--- config.mk ---
export PLATFORM = sky130hd
export DESIGN_NAME = adc_frame_packer
export DESIGN_NICKNAME = d
export VERILOG_FILES = /design/src/rtl/adc_frame_packer.sv
export SDC_FILE = /design/constraint.sdc
export NUM_CORES = 1
export LEC_CHECK = 0
export CAP_MARGIN = 10
export CORE_UTILIZATION = 55
export DETAILED_ROUTE_END_ITERATION = 7
export PLACE_DENSITY = 0.81
export SYNTH_ARGS = -nofsm -noshare
export SYNTH_HDL_FRONTEND = slang
export SYNTH_SLANG_ARGS = --single-unit
--- constraint.sdc ---
create_clock -name InputClock -period 4.5 [get_ports InputClock]
set_clock_uncertainty 0.1 [all_clocks]
set_input_delay 0.675 -clock InputClock [delete_from_list [all_inputs] [get_ports InputClock]]
set_output_delay 0.675 -clock InputClock [all_outputs]
set_load 0.05 [all_outputs]
--- src/rtl/adc_frame_packer.sv ---
// rtl/adc_frame_packer.sv - multi-channel ADC sample packer with TLP grouping, drop accounting and start-pulse train
module adc_frame_packer #(
  parameter int NUM_CH      = 2,
  parameter int SAMPLE_W    = 12,
  parameter int DATA_W      = 64,
  parameter int TLP_BEATS   = 15,
  parameter int PULSE_SLOTS = 32
) (
  input  logic                       InputClock,
  input  logic                       rst,
  input  logic [NUM_CH*SAMPLE_W-1:0] ADC_in,
  input  logic [12:0]                FrameLength,
  input  logic [6:0]                 PulseWidth,
  input  logic [PULSE_SLOTS-1:0]     PulseMask,
  input  logic [2:0]                 ChannelSel,
  input  logic                       AutoChannel,
  input  logic                       Mode12,
  input  logic                       TestMode,
  input  logic [15:0]                BufferLengthTLPs,
  input  logic                       FifoAlmostFull,
  output logic [DATA_W-1:0]          TLPData,
  output logic [39:0]                TLPHeader,
  output logic                       DataWriteEnable,
  output logic                       HeaderWriteEnable,
  output logic                       StartPulse,
  output logic                       FrameSync,
  output logic                       Overflow,
  output logic [15:0]                DropCount
);

  logic                   running;
  logic [13:0]            wordIdx, nxtWordIdx;
  logic [3:0]             slotIdx, nxtSlotIdx, lastSlot;
  logic [6:0]             pulseCnt, nxtPulseCnt, slotWidth;
  logic [5:0]             pulseSlot, nxtPulseSlot;
  logic [2:0]             chanCnt, chan;
  logic [7:0]             testCnt;
  logic [55:0]            shiftBuf, nxtShiftBuf;
  logic [DATA_W-1:0]      packedWord;
  logic                   wordReady;
  logic [4:0]             beatCnt;
  logic [15:0]            tlpCnt, bufCnt;
  logic [12:0]            shFrameLength;
  logic [6:0]             shPulseWidth;
  logic [PULSE_SLOTS-1:0] shPulseMask;
  logic [2:0]             shChannelSel;
  logic                   shAutoChannel, shMode12;
  logic [15:0]            shBufferLength;
  logic [SAMPLE_W-1:0]    adcSample, sample;
  logic                   inFrame, frameStart, lastCapture, nxtInFrame, pulseLow;
  logic [31:0]            nxtMask;

  // Frame position, channel selection and word assembly for the current cycle.
  always_comb begin
    lastSlot    = shMode12 ? 4'd4 : 4'd7;
    inFrame     = running && (wordIdx <= {1'b0, shFrameLength});
    frameStart  = !running || (!inFrame && slotIdx == lastSlot);
    lastCapture = inFrame && (slotIdx == lastSlot);
    slotWidth   = (shPulseWidth == 7'd0) ? 7'd1 : shPulseWidth;
    if (shAutoChannel)
      chan = chanCnt;
    else if (int'(shChannelSel) >= NUM_CH)
      chan = 3'd0;
    else
      chan = shChannelSel;
    adcSample = '0;
    for (int c = 0; c < NUM_CH; c++)
      if (int'(chan) == c) adcSample = ADC_in[c*SAMPLE_W +: SAMPLE_W];
    sample = TestMode ? {{(SAMPLE_W-8){1'b0}}, testCnt} : adcSample;
    if (shMode12) begin
      nxtShiftBuf = {shiftBuf[43:0], sample[11:0]};
      packedWord  = {shiftBuf[47:0], sample[11:0], 4'b0000};
    end else begin
      nxtShiftBuf = {shiftBuf[47:0], sample[7:0]};
      packedWord  = {shiftBuf[55:0], sample[7:0]};
    end
  end

  // Next frame position; the start pulse is registered from the look-ahead position.
  always_comb begin
    nxtWordIdx   = wordIdx;
    nxtSlotIdx   = slotIdx;
    nxtPulseCnt  = pulseCnt;
    nxtPulseSlot = pulseSlot;
    if (frameStart) begin
      nxtWordIdx   = '0;
      nxtSlotIdx   = '0;
      nxtPulseCnt  = '0;
      nxtPulseSlot = '0;
    end else begin
      if (slotIdx == lastSlot) begin
        nxtSlotIdx = '0;
        nxtWordIdx = wordIdx + 14'd1;
      end else begin
        nxtSlotIdx = slotIdx + 4'd1;
      end
      if (pulseCnt >= slotWidth - 7'd1) begin
        nxtPulseCnt = '0;
        if (int'(pulseSlot) < PULSE_SLOTS) nxtPulseSlot = pulseSlot + 6'd1;
      end else begin
        nxtPulseCnt = pulseCnt + 7'd1;
      end
    end
    nxtMask    = 32'(frameStart ? PulseMask : shPulseMask);
    nxtInFrame = frameStart || (nxtWordIdx <= {1'b0, shFrameLength});
    pulseLow   = nxtInFrame && (int'(nxtPulseSlot) < PULSE_SLOTS) && nxtMask[nxtPulseSlot[4:0]];
  end

  always_ff @(posedge InputClock) begin
    if (rst) begin
      running        <= 1'b0;
      wordIdx        <= '0;
      slotIdx        <= '0;
      pulseCnt       <= '0;
      pulseSlot      <= '0;
      chanCnt        <= '0;
      testCnt        <= '0;
      shiftBuf       <= '0;
      wordReady      <= 1'b0;
      beatCnt        <= '0;
      tlpCnt         <= '0;
      bufCnt         <= '0;
      TLPData        <= '0;
      TLPHeader      <= '0;
      StartPulse     <= 1'b1;
      FrameSync      <= 1'b0;
      Overflow       <= 1'b0;
      DropCount      <= '0;
      shFrameLength  <= FrameLength;
      shPulseWidth   <= PulseWidth;
      shPulseMask    <= PulseMask;
      shChannelSel   <= ChannelSel;
      shAutoChannel  <= AutoChannel;
      shMode12       <= Mode12;
      shBufferLength <= BufferLengthTLPs;
    end else begin
      running    <= 1'b1;
      wordIdx    <= nxtWordIdx;
      slotIdx    <= nxtSlotIdx;
      pulseCnt   <= nxtPulseCnt;
      pulseSlot  <= nxtPulseSlot;
      testCnt    <= testCnt + 8'd1;
      StartPulse <= !pulseLow;
      FrameSync  <= (nxtWordIdx == 14'd0);
      if (frameStart) begin
        chanCnt        <= '0;
        shFrameLength  <= FrameLength;
        shPulseWidth   <= PulseWidth;
        shPulseMask    <= PulseMask;
        shChannelSel   <= ChannelSel;
        shAutoChannel  <= AutoChannel;
        shMode12       <= Mode12;
        shBufferLength <= BufferLengthTLPs;
      end else if (inFrame) begin
        shiftBuf <= nxtShiftBuf;
        chanCnt  <= (int'(chanCnt) >= NUM_CH-1) ? 3'd0 : chanCnt + 3'd1;
      end
      // Header is staged with the word; counters only move in emission cycles, so these are pre-increment values.
      wordReady <= lastCapture;
      if (lastCapture) begin
        TLPData   <= packedWord;
        TLPHeader <= {bufCnt, tlpCnt, shChannelSel[0], shMode12, Overflow, 5'b11111};
      end
      if (wordReady) begin
        if (FifoAlmostFull) begin
          Overflow <= 1'b1;
          if (DropCount != 16'hFFFF) DropCount <= DropCount + 16'd1;
        end else if (int'(beatCnt) >= TLP_BEATS-1) begin
          beatCnt <= '0;
          if (tlpCnt >= shBufferLength) begin
            tlpCnt <= '0;
            bufCnt <= bufCnt + 16'd1;
          end else begin
            tlpCnt <= tlpCnt + 16'd1;
          end
        end else begin
          beatCnt <= beatCnt + 5'd1;
        end
      end
    end
  end

  assign DataWriteEnable   = wordReady && !FifoAlmostFull;
  assign HeaderWriteEnable = DataWriteEnable && (int'(beatCnt) == TLP_BEATS-1);

endmodule

Word-level counts from Yosys, hierarchy flattened:

Index checks and enable logic that the tools add are counted.

* register bits: 333
* output and inout port bits: 125

* multiplexer cells: 34
* eq/ne operators: 4
* bitwise operators: 2
* magnitude comparators: 10
* reductions and logical operators: 26
* add/sub/neg operators: 11

Operators with widths (number)
* 32-bit 2-to-1 mux: 2
* 64-bit 2-to-1 mux: 1
* 56-bit 2-to-1 mux: 1
* 16-bit by 1-bit adder with 16-bit output, second input constant: 3
* 16-bit 2-to-1 mux: 3
* 12-bit 2-to-1 mux: 3
* 14-bit by 13-bit less-or-equal comparator with 1-bit output: 2
* 14-bit 2-to-1 mux: 2
* 13-bit 2-to-1 mux: 2
* 7-bit 2-to-1 mux: 3
* 6-bit 2-to-1 mux: 3
* 16-bit greater-or-equal comparator: 1
* 16-bit inequality test, second input constant: 1
* 3-bit 2-to-1 mux: 5
* 14-bit by 1-bit adder with 14-bit output, second input constant: 1
* 14-bit zero test: 1
* 6-bit < comparator, second input constant: 2
* 8-bit by 1-bit adder with 8-bit output, second input constant: 1
* 7-bit by 1-bit adder with 7-bit output, second input constant: 1
* 7-bit greater-or-equal comparator: 1
* 1-bit logical AND: 7
* 7-bit zero test: 1
* 7-bit by 1-bit subtractor with 7-bit output, second input constant: 1
* 6-bit by 1-bit adder with 6-bit output, second input constant: 1
* other kinds (24): 38

Longest topological paths before layout:

Gate-level depths: netlist of the first run.

* depth after elaboration: 11
* depth in mapped cells: 19
* mapped depth without buffers: 17

Least setup slack after synthesis of the first run:

No wires, ideal clock.

* path kind: register to register
* start: register wordIdx[5]
* end: register StartPulse
* arrival time: 3.691 ns
* required time: 4.270 ns
* library setup time: 0.130 ns
* buffers on the path: 2
* slack: 0.579 ns
* period minus slack after synthesis: 3.921 ns
* stages on the path, launching flop included: 17
* path through: dfxtp_1 -> ha_1 -> and4_1 -> a221o_1 -> a311oi_2 -> o41ai_2 -> clkbuf_1 -> buf_1 -> nor2_1 -> ha_1 -> or2_2 -> a21oi_1 -> a21oi_1 -> a221oi_1 -> o211a_1 -> o21a_1 -> o211ai_1

* longest elaborated chain between the ends: 11
* elaborated cells between the ends (all ways): 18

Ends and longest elaborated chain
* start, declared: RTL line 32 `logic [13:0] wordIdx, nxtWordIdx;`
* start signal, assigned: RTL line 138 `wordIdx <= nxtWordIdx;`
* 14-bit by 13-bit less-or-equal comparator with 1-bit output: RTL line 56 `inFrame = running && (wordIdx <= {1'b0, shFrameLength});`
* 1-bit logical AND: RTL line 56
* 1-bit zero test: RTL line 57 `frameStart = !running || (!inFrame && slotIdx == lastSlot);`
* 1-bit logical AND: RTL line 57
* 1-bit logical OR: RTL line 57
* 14-bit 2-to-1 mux (*): RTL line 85 `if (frameStart) begin`
* named net nxtWordIdx[10]: RTL line 32
* 14-bit by 13-bit less-or-equal comparator with 1-bit output (*): RTL line 105 `nxtInFrame = frameStart || (nxtWordIdx <= {1'b0, shFrameLength});`
* 1-bit logical OR (*): RTL line 105
* 1-bit logical AND (*) (2 in series): RTL line 106 `pulseLow = nxtInFrame && (int'(nxtPulseSlot) < PULSE_SLOTS) && nxtMask[nxtPulseSlot[4:0]];`
* 1-bit zero test (*): RTL line 143 `StartPulse <= !pulseLow;`
* end signal, assigned: RTL line 143
* end, declared: RTL line 25 `output logic StartPulse,`

Mark *: on every way through the listed nets, which the timed path passes. The rest lies on a longest branch. The select of a mux whose other input is x is not followed.
A chain may end at the register's enable or synchronous reset.

Worst setup path after layout of the first run:

* start: register shPulseWidth[2]
* end: register StartPulse

* longest elaborated chain between the ends: 10
* elaborated cells between the ends (all ways): 12

Ends and longest elaborated chain
* start, declared: RTL line 44 `logic [6:0] shPulseWidth;`
* start signal, assigned: RTL line 130 `shPulseWidth <= PulseWidth;`
* start signal, assigned: RTL line 148 `shPulseWidth <= PulseWidth;`
* 7-bit zero test: RTL line 59 `slotWidth = (shPulseWidth == 7'd0) ? 7'd1 : shPulseWidth;`
* 7-bit 2-to-1 mux (*): RTL line 59
* 7-bit by 1-bit subtractor with 7-bit output (*): RTL line 97 `if (pulseCnt >= slotWidth - 7'd1) begin`
* 7-bit greater-or-equal comparator (*): RTL line 97
* 6-bit 2-to-1 mux (*): RTL line 97
* 6-bit 2-to-1 mux (*): RTL line 85
* 1-bit binary-select mux with 5-bit select / 6-bit < comparator (equally long branches): RTL line 106
* 1-bit 2-to-1 mux (not written as such) / 1-bit logical AND (equally long branches): RTL line 106
* 1-bit logical AND (*): RTL line 106
* 1-bit zero test (*): RTL line 143

Every way passes the cells marked *; elsewhere a longest branch is shown, timed or not. The select of a mux whose other input is x is not followed.

==> qor.csv, run 1 <==
metric;value;unit
min_path_type;flip-flop to flip-flop;
synth_area;15000;µm²
yosysSeqAreaShare;46.5;%
globalplace.congestion;0.887;
grt_first_pass_wirelength;59500;µm
maxSlewHeadroom;25.7;%
cts_tree;yes;
grt_util_all_layers;25.9;%
period_share;90.0;%
ys_ff_latch;329;
path_clk_slew;0.06;ns
routedWlPerCell;16.2;µm
syn_inst;1714;
clockRootBuffer;clkbuf_16;
rr_startpoint;shPulseWidth[2]$_DFFE_PP_;
nNetsFinal;2050;
hold_path_end;shPulseMask[20]$_DFF_P_;
rr_endpoint;StartPulse$_SDFF_PP1_;
cts_buffers;35;
clockBufferDepth;3;
drcViolationCount;0;
io_buffers;225;
worst_path_max_delay_cell;edfxtp_1;
num_rows;60;
die_area;28000;µm²
min_from;shPulseMask[20]$_DFF_P_;
postRouteWirelength;36400;µm
power.leakage;7.03;nW
antenna_found_initial;0;
cp-start-kind;flip-flop;
ctsHoldBuffers;0;
synth_top_family_by_area;simple AND/OR/NAND/NOR gates;
hold_viol;0;
setup_tns;0;ns
synth_ff_type;dfxtp_1;
crit_chain;nor4_1 > a21oi_1 > ha_1 > nand2_1 > xor2_1 > ha_1 > and3_1 > a221oi_1 > o21a_1 > o211ai_1 > a211o_1 > a32oi_1 > o211ai_1 > o211ai_1;
regToRegSetupSlack;0.45;ns
core;26900;µm²
htreeDepth;2;
io_pins;226;
vias;12683;
synth-compound-area-share;14.4;%
hold_path_depth;2;
vias_per_cell;5.63;
fmax;247;MHz
synthAdderAreaFrac;5.16;%
syn_avg_cell_area;8.78;µm²
worst_slack;0.450;ns
timing_worst_setup_path_type;flip-flop to flip-flop;
synth.mux.area_fraction;4.16;%
preCtsSetupSlack;0.517;ns
synth-xor-area-share;3.67;%
firstDrtPassIters;5;
die_h;167;µm
layout-drive-gt1-share;5.49;%
worst-r2r-cell-count;14;
synth_nets;1877;
synth_edf_count;41;
ir_drop;0.000298;V
timing.final.crit_period;4.05;ns
cap_violations;0;
overflow;0;
cts_setup_buffers;0;
yosysUniqueCellTypes;61;
yosys.area_share.simple;21.8;%
grt_setup_unrepaired;no;
finalSetupViolCount;0;
powerDensity;351;nW/µm²
ant_nets;0;
drv_slew;0;
crit_fanout;13;
status;complete, no violations;
grt_pass1_vias;12087;
grt_max_degree;111;
die_x;167;µm
critPathArrivalTime;4.38;ns
cts_resized;0;
start_util;56.0;%
critPathRequiredTime;4.83;ns
area_growth;23.6;%
hpwl;25500;µm
crit_top_cell;o211ai_1;
end_kind;flip-flop;
clock-sinks;329;
drt_iter0_drc;952;
slowest_delay;0.45;ns
clock_latency;0.51;ns
antenna_cells;0;
yosysWarningCount;0;
synthArstFlopShare;0;%
worst_pin_slew;1.12;ns
fillers;2154;
==> critical path, delay by kind of cell (launching register included) <==
kind | cells | cell delay [ns]
xor+xnor | 1 | 0.20
fa+ha+maj | 2 | 0.53
compound gates | 8 | 1.96
simple gates | 3 | 0.72
flops | 1 | 0.45
==> cells in the final DEF (no fill, tap or decap), types with 4 or more instances in the layout <==
| master | n |
|---|---|
| o211ai_1 | 8 |
| a21o_1 | 9 |
| a21oi_1 | 142 |
| ha_1 | 62 |
| o31ai_1 | 6 |
| or4_1 | 12 |
| clkbuf_8 | 6 |
| mux4_2 | 13 |
| inv_1 | 46 |
| buf_4 | 19 |
| clkinv_2 | 8 |
| nand2_1 | 227 |
| nand2b_1 | 7 |
| and3_1 | 14 |
| o21a_1 | 7 |
| nor4_1 | 7 |
| dfxtp_1 | 288 |
| nand4_1 | 18 |
| nor2_1 | 238 |
| nand3_1 | 34 |
| clkbuf_1 | 8 |
| nor3b_1 | 4 |
| a211oi_1 | 113 |
| a31oi_1 | 6 |
| and4_1 | 9 |
| xor2_1 | 38 |
| o21ai_0 | 22 |
| mux2i_1 | 31 |
| or3_1 | 11 |
| or2_2 | 5 |
| and2_1 | 6 |
| xnor2_1 | 25 |
| clkbuf_16 | 37 |
| edfxtp_1 | 41 |
| nor3_1 | 63 |
| nor2b_1 | 56 |
| clkdlybuf4s50_1 | 223 |
==> where the power goes <==
part	switching (W)	internal, W
clock	0.00114	0.00177
sequential	0.0000708	0.00307
combinational	0.000254	0.000215
==> layout make-up <==
cell class / instances / area [µm²] / share of cell area [%]
Multi-Input combinational cell: 1230 / 7420 / 39.9
Sequential cell: 329 / 7000 / 37.6
Timing Repair Buffer: 244 / 2410 / 12.9
Clock buffer: 51 / 1040 / 5.58
Tap cell: 341 / 427 / 2.29
Inverter: 47 / 176 / 0.948
Clock inverter: 12 / 138 / 0.740
==> cell usage after synthesis (8+ instances only) <==
library cell  count  area [µm²]
a211oi_1        113         848
edfxtp_1         41        1230
dfxtp_1         288        5770
mux2i_1          31         310
nor2b_1          56         350
nand2_1         227         852
nor2_1          238         893
xnor2_1          25         219
xor2_1           38         333
nand3_1          34         170
inv_1            46         173
mux4_2           13         293
clkbuf_1         74         278
nand4_1          18         113
o21ai_0          22         110
a21oi_1         143         716
nor3_1           63         315
ha_1             62         776
o211ai_1          8        60.1
and3_1           14        87.6
buf_2            20         100
or4_1            12        90.1
buf_4            11        82.6
or3_1            11        68.8
and4_1            9        78.8
a21o_1            9        67.6
==> state kept, by name (all words and copies together), names as in the netlist, 6 cells and up <==
signal and cells:
TLPData 64, shiftBuf 56, TLPHeader 36, shPulseMask 32, DropCount 16, bufCnt 16, shBufferLength 16, tlpCnt 16
wordIdx 14, shFrameLength 13, testCnt 8, pulseCnt 7, shPulseWidth 7, pulseSlot 6
==> metrics by stage <==
stage	instances	power, W	hold slack [ns]	util [%]	area [µm²]
2_1_floorplan	1714	0.00348	0.323	-	15000
3_3_place_gp	2191	0.00365	0.334	64.8	17400
3_5_place_dp	2191	0.00367	0.343	64.8	17400
4_1_cts	2254	0.00656	0.347	69.2	18600
5_1_grt	2254	0.00675	0.368	69.2	18600
6_report	2254	0.00652	0.346	69.2	18600
==> worst max-delay path by stage <==
stage / end / slack, ns / from
6_report: StartPulse$_SDFF_PP1_ / 0.45 / shPulseWidth[2]$_DFFE_PP_
4_1_cts: StartPulse$_SDFF_PP1_ / 0.48 / shPulseWidth[2]$_DFFE_PP_
3_5_place_dp: StartPulse$_SDFF_PP1_ / 0.52 / shPulseWidth[2]$_DFFE_PP_
3_3_place_gp: StartPulse$_SDFF_PP1_ / 0.72 / wordIdx[2]$_SDFF_PP0_
5_1_grt: StartPulse$_SDFF_PP1_ / 0.04 / shPulseWidth[2]$_DFFE_PP_
2_1_floorplan: StartPulse$_SDFF_PP1_ / 0.58 / wordIdx[5]$_SDFF_PP0_
==> routing by layer <==
| layer | wire, µm | up-vias | part of all wire, % | global-route usage (%) |
|---|---|---|---|---|
| met5 | 0 | - | 0 | 0 |
| met4 | 1170 | 0 | 3.2 | 9.85 |
| met3 | 1730 | 76 | 4.7 | 3.81 |
| met2 | 17900 | 324 | 49 | 45.4 |
| met1 | 15600 | 5931 | 43 | 32.3 |
| li1 | - | 6352 | - | - |
==> cell families (layout without fill, tap and decap cells) <==
group	count (synthesis)	count (layout)
DFF	329	329
muxes	46	46
AOI/OAI and AO/OA	339	339
adders and majority gates	62	62
and+or+nand+nor	720	720
xor gates and xnor gates	63	63
buffers and inverters	155	354
(Power assumes the default switching activity.)
==> run 2, diff against run 1 <==
- CORE_MARGIN: not set -> 1
==> results of run 2 <==
Same layout as run 1: the final DEF is identical, and so are final timing and power.
